**src/rtl/uart_pkg.sv**
```systemverilog
// Shared definitions for the UART blocks: parity modes, receiver states and
// parameter helpers used at elaboration time.
package uart_pkg;

  localparam int PARITY_NONE = 0;
  localparam int PARITY_EVEN = 1;
  localparam int PARITY_ODD  = 2;

  typedef enum logic [2:0] {
    ST_IDLE,
    ST_START,
    ST_DATA,
    ST_PARITY,
    ST_STOP
  } rx_state_t;

  function automatic int calc_div(input int clk_freq, input int baud_rate,
                                  input int oversample);
    return clk_freq / (baud_rate * oversample);
  endfunction

  function automatic bit rx_params_ok(input int div, input int oversample,
                                      input int data_bits, input int parity,
                                      input int stop_bits);
    return (div >= 1) && (oversample >= 4) && (oversample % 2 == 0) &&
           (data_bits >= 5) && (data_bits <= 9) &&
           (parity >= PARITY_NONE) && (parity <= PARITY_ODD) &&
           ((stop_bits == 1) || (stop_bits == 2));
  endfunction

endpackage

```
**src/rtl/uart_baud_tick.sv**
```systemverilog
// Oversampling tick generator: one-cycle pulse every DIV clocks.
// Shared between the UART receiver and transmitter.
module uart_baud_tick #(
  parameter int DIV = 4
) (
  input  logic clock_fpga,
  input  logic reset,
  output logic tick
);

  localparam int CW = (DIV > 1) ? $clog2(DIV) : 1;
  localparam logic [CW-1:0] LAST = CW'(DIV - 1);

  logic [CW-1:0] count;

  // NOTE: sequential state is written with non-blocking assignments only, so
  // every flop samples pre-edge values regardless of process ordering.
  always_ff @(posedge clock_fpga) begin
    if (!reset) begin
      count <= '0;
    end else if (count == LAST) begin
      count <= '0;
    end else begin
      count <= count + 1'b1;
    end
  end

  assign tick = (count == LAST);

endmodule

```
**src/rtl/uart_rx_oversample.sv**
```systemverilog
// Oversampling UART receiver with majority voting, glitch rejection,
// framing/parity error flags and a valid/ready holding register.
module uart_rx_oversample
  import uart_pkg::*;
#(
  parameter int CLK_FREQ   = 100_000_000,
  parameter int BAUD_RATE  = 9_600,
  parameter int OVERSAMPLE = 16,
  parameter int DATA_BITS  = 8,
  parameter int PARITY     = 0,
  parameter int STOP_BITS  = 1
) (
  input  logic                 clock_fpga,
  input  logic                 reset,
  input  logic                 rxd,
  output logic [DATA_BITS-1:0] rx_data,
  output logic                 rx_valid,
  input  logic                 rx_ready,
  output logic                 frame_err,
  output logic                 parity_err,
  output logic                 overrun_err,
  output logic                 busy
);

  localparam int DIV = calc_div(CLK_FREQ, BAUD_RATE, OVERSAMPLE);
  localparam int MID = OVERSAMPLE / 2;
  localparam int SW  = $clog2(OVERSAMPLE);

  localparam logic [SW-1:0] IDX_LAST = SW'(OVERSAMPLE - 1);
  localparam logic [SW-1:0] IDX_M1   = SW'(MID - 1);
  localparam logic [SW-1:0] IDX_MID  = SW'(MID);
  localparam logic [SW-1:0] IDX_DEC  = SW'(MID + 1);
  localparam logic [3:0]    DATA_LAST = 4'(DATA_BITS - 1);
  localparam logic [3:0]    STOP_LAST = 4'(STOP_BITS - 1);

  if (!rx_params_ok(DIV, OVERSAMPLE, DATA_BITS, PARITY, STOP_BITS)) begin : g_bad_params
    $error("uart_rx_oversample: illegal DIV/OVERSAMPLE/DATA_BITS/PARITY/STOP_BITS");
  end

  rx_state_t            state, state_next;
  logic                 tick;
  logic                 sync_ff1, rxd_s;
  logic [SW-1:0]        samp_cnt, samp_idx;
  logic [3:0]           bit_cnt;
  logic                 vote_m1, vote_mid, bit_val;
  logic [DATA_BITS-1:0] shift_reg;
  logic                 frame_pend, par_pend, par_expect;
  logic                 start_seen, decide, complete, accept, drop;

  uart_baud_tick #(.DIV(DIV)) u_tick (
    .clock_fpga (clock_fpga),
    .reset      (reset),
    .tick       (tick)
  );

  always_ff @(posedge clock_fpga) begin
    if (!reset) begin
      sync_ff1 <= 1'b1;
      rxd_s    <= 1'b1;
    end else begin
      sync_ff1 <= rxd;
      rxd_s    <= sync_ff1;
    end
  end

  // The detection tick is sample index 0; samp_idx is the index of the current tick.
  assign samp_idx   = (samp_cnt == IDX_LAST) ? '0 : samp_cnt + 1'b1;
  assign start_seen = tick && (state == ST_IDLE) && !rxd_s;
  assign decide     = tick && (state != ST_IDLE) && (samp_idx == IDX_DEC);
  assign bit_val    = (vote_m1 & vote_mid) | (vote_m1 & rxd_s) | (vote_mid & rxd_s);
  assign complete   = decide && (state == ST_STOP) && (bit_cnt == STOP_LAST);
  assign accept     = rx_valid & rx_ready;
  assign drop       = complete & rx_valid & ~rx_ready;
  assign busy       = (state != ST_IDLE);
  assign par_expect = (PARITY == PARITY_ODD) ? ~^shift_reg : ^shift_reg;

  always_ff @(posedge clock_fpga) begin
    if (!reset) begin
      state <= ST_IDLE;
    end else begin
      state <= state_next;
    end
  end

  // NOTE: the default assignment first keeps this block purely combinational;
  // a path that left state_next unassigned would infer a latch.
  always_comb begin
    state_next = state;
    case (state)
      ST_IDLE:   if (start_seen) state_next = ST_START;
      ST_START:  if (decide) state_next = bit_val ? ST_IDLE : ST_DATA;
      ST_DATA:   if (decide && (bit_cnt == DATA_LAST))
                   state_next = (PARITY != PARITY_NONE) ? ST_PARITY : ST_STOP;
      ST_PARITY: if (decide) state_next = ST_STOP;
      ST_STOP:   if (complete) state_next = ST_IDLE;
      default:   state_next = ST_IDLE;
    endcase
  end

  always_ff @(posedge clock_fpga) begin
    if (!reset) begin
      samp_cnt   <= '0;
      bit_cnt    <= '0;
      vote_m1    <= 1'b1;
      vote_mid   <= 1'b1;
      shift_reg  <= '0;
      frame_pend <= 1'b0;
      par_pend   <= 1'b0;
    end else if (start_seen) begin
      samp_cnt   <= '0;
      bit_cnt    <= '0;
      frame_pend <= 1'b0;
      par_pend   <= 1'b0;
    end else if (tick && (state != ST_IDLE)) begin
      samp_cnt <= samp_idx;
      if (samp_idx == IDX_M1)  vote_m1  <= rxd_s;
      if (samp_idx == IDX_MID) vote_mid <= rxd_s;
      if (decide) begin
        bit_cnt <= (state_next != state) ? '0 : bit_cnt + 1'b1;
        if (state == ST_DATA)   shift_reg <= {bit_val, shift_reg[DATA_BITS-1:1]};
        if ((state == ST_PARITY) && (bit_val != par_expect)) par_pend <= 1'b1;
        if ((state == ST_STOP) && !bit_val) frame_pend <= 1'b1;
      end
    end
  end

  // Holding register: a completing frame loads if the slot is free or being
  // emptied this cycle, otherwise it is dropped and flagged as an overrun.
  always_ff @(posedge clock_fpga) begin
    if (!reset) begin
      rx_data     <= '0;
      rx_valid    <= 1'b0;
      frame_err   <= 1'b0;
      parity_err  <= 1'b0;
      overrun_err <= 1'b0;
    end else begin
      if (complete && (!rx_valid || rx_ready)) begin
        rx_data    <= shift_reg;
        rx_valid   <= 1'b1;
        frame_err  <= frame_pend | ~bit_val;
        parity_err <= par_pend;
      end else if (accept) begin
        rx_valid <= 1'b0;
      end

      if (drop) begin
        overrun_err <= 1'b1;
      end else if (accept) begin
        overrun_err <= 1'b0;
      end
    end
  end

endmodule

```
**config.mk**
```make
export PLATFORM = sky130hd
export DESIGN_NAME = uart_rx_oversample
export DESIGN_NICKNAME = d
export VERILOG_FILES = /design/src/rtl/uart_pkg.sv /design/src/rtl/uart_baud_tick.sv /design/src/rtl/uart_rx_oversample.sv
export SDC_FILE = /design/constraint.sdc
export NUM_CORES = 1
export LEC_CHECK = 0
export ABC_AREA = 0
export CORE_MARGIN = 4
export CORE_UTILIZATION = 52
export CTS_CLUSTER_SIZE = 30
export DETAILED_ROUTE_END_ITERATION = 8
export PLACE_DENSITY = 0.81
export SYNTH_ARGS = -nofsm -noshare
export SYNTH_HDL_FRONTEND = slang
export SYNTH_HIERARCHICAL = 1
export SYNTH_SLANG_ARGS = --single-unit
```
**constraint.sdc**
```tcl
create_clock -name clock_fpga -period 2.62 [get_ports clock_fpga]
set_clock_uncertainty 0.05 [all_clocks]
set_input_delay 0.786 -clock clock_fpga [delete_from_list [all_inputs] [get_ports clock_fpga]]
set_output_delay 0.786 -clock clock_fpga [all_outputs]
set_load 0.01 [all_outputs]
```
==> flow_summary.json <==
{
  "grt-ovfl-total": 0,
  "synth_cells": 255,
  "endpoint_kind": "primary output",
  "cts_tree": "yes",
  "fin_area_um2": 2600,
  "grt_pass1_vias": 1647,
  "setup_slack_ps": 150,
  "synth_cell_type_count": 49,
  "leakage_nw": 0.896,
  "outcome": "finished, final reports clean",
  "htreeDepth": 2,
  "clkTransAtPathRegs_ps": 80,
  "post-place-ws_ps": 155,
  "wl_met3_um": 231,
  "viasPerCell": 5.73,
  "firstDrtPassIters": 4,
  "worstHoldPathType": "flop to flop",
  "async_reset_ff_share_pct": 0,
  "setup_viol": 0,
  "p_sw_share_pct": 21.4,
  "tightest_slew_ps": 534,
  "io_pins": 17,
  "required_ps": 1780,
  "rows": 23,
  "routed_wl_mm": 4.11,
  "die_h_um": 74.1,
  "r2r_slack_ps": 200,
  "fin_nets": 287,
  "area_growth_syn_to_layout_pct": 14.7,
  "p_switching_mw": 0.277,
  "cts_made_buffers": 5,
  "critPathLaunchType": "flop",
  "cts_num_sinks": 47,
  "start_util_pct": 55.1,
  "syn_area_um2": 2270,
  "cts_setup_buffers": 0,
  "slew_headroom_pct": 64.4,
  "power.internal_mw": 1.02,
  "whs_ps": 366,
  "drt_iter0_drc": 170,
  "hold_viol_final": 0,
  "die_area_um2": 5480,
  "clockBufferDepth": 2,
  "dpl_cell_area_um2": 2480,
  "ir_drop_mv": 0.347,
  "max_freq_ghz": 0.405,
  "top_layer": "met4",
  "drv_cap": 0,
  "grt_max_degree": 33,
  "finalCoreUtilization_pct": 63.2,
  "cts-root-buf": "clkbuf_8",
  "p_seq_share_pct": 55.9,
  "arrival_ps": 1630,
  "ys_seq_area_share_pct": 41.5,
  "clockPowerShare_pct": 40.9,
  "synthFlopType": "dfxtp_1",
  "final_cell_mix": "47 x dfxtp_1, 29 x nand2_1, 26 x o21ai_0, 25 x nand3_1, 18 x nor2_1",
  "pwr-share-comb_pct": 3.2,
  "antenna_found_initial": 0,
  "layout_commonest_cell": "dfxtp_1",
  "yosys_warnings": 6,
  "fillCellCount": 343,
  "worstPathMaxFanout": 10,
  "io_buffer_count": 16,
  "post_drt_wl_per_cell_um": 12.6,
  "dp_hpwl_mm": 2.89,
  "largest_reg_flops": 10,
  "track_usage_pct": 16.7,
  "avgSynthCellArea_um2": 8.90,
  "grt_first_pass_wirelength_mm": 7.27,
  "drive_gt1_share_pct": 10.5,
  "drc": 0,
  "gp_congestion": 0.803,
  "drv_slew": 0,
  "ant_nets": 0,
  "fin_crit_ps": 2470,
  "critPathKind": "flop to primary output",
  "vias": 1868,
  "p_per_area_nw_per_um2": 498,
  "synth_edf_count": 0,
  "core_area_um2": 4120,
  "wl_met1_mm": 1.94,
  "rsz0062_at_grt": "false",
  "clk_latency_ps": 300,
  "die_x_um": 74.1,
  "insertedDiodeCount": 0,
  "dr_wl_met2_mm": 1.86,
  "ys_seq_elements": 47,
  "fin_tns_setup_ps": 0,
  "syn_nets": 267,
  "fin_crit_sh_pct": 94.3
}
==> Yosys cell counts, drive strengths merged, types with 2 or more instances <==
cell type	n	share of area, %
o21a	2	0.66
nand3	26	6.3
or4	2	0.66
nand2b	5	1.4
a21oi	11	2.4
a31oi	4	1.1
inv	12	2.0
nor4	3	1.5
buf	6	2.3
clkbuf	5	0.83
xor2	2	0.77
o31ai	3	0.99
xnor2	9	3.5
nand2	29	4.8
dfxtp	47	41
or3	7	1.9
ha	8	4.4
nand4b	2	0.77
o21ai	26	5.7
nor2	19	3.1
nor2b	3	0.83
==> critical path: stages, from the launching register on <==
cell and delay [ps]:
dfxtp_1 440, or3_1 400, clkdlybuf4s50_1 500
==> metal layers <==
metal | track usage, % | vias up
met5 | 0 | -
met4 | 6.04 | 0
met3 | 4.59 | 7
met2 | 26.3 | 50
met1 | 21.9 | 864
li1 | - | 947
==> cell type report <==
class                   count  area (um2)  area share (%)
repair buffers             24         220            8.46
multi-input cells         185        1220            46.9
inverters                  12        45.0            1.73
well taps                  50        62.6            2.40
clock inverters             3        43.8            1.68
flip-flops and latches     47         941            36.2
clock buffers               5        68.8            2.64
==> power groups by stage <==
stage | clock network (mW) | logic (mW) | registers (mW)
global route | 0.574 | 0.0460 | 0.726
floorplan | 0 | 0.0258 | 0.741
detailed placement | 0 | 0.0409 | 0.742
global placement | 0 | 0.0398 | 0.741
CTS | 0.545 | 0.0411 | 0.725
finish | 0.529 | 0.0414 | 0.725
==> metrics by stage <==
stage	power [mW]	cells
after CTS	1.31	326
after global routing	1.35	326
after detailed placement	0.782	318
after global placement	0.781	318
after floorplan	0.767	255
final	1.30	326
==> worst paths after layout <==
path / start / end / cells after the start
min: sync_ff1 / rxd_s / 1
max: state[0] / busy / 2
max reg2reg: u_tick/count[4] / state[2] / 7
min reg2reg: sync_ff1 / rxd_s / 1
==> kinds of logic after synthesis <==
family                     synth area share (%)
DFF                                        41.5
buffers and inverters                      5.07
xor gates and xnor gates                   5.24
and+or+nand+nor                            25.7
muxes                                     0.441
adders and majority gates                  4.41
AOI/OAI and AO/OA                          17.7
==> timing repair <==
item / in CTS / in global routing
setup endpoints to repair: 0 / 4
hold buffers: 0 / 0
gates resized for setup: 0 / 2
(Power assumes the default switching activity.)
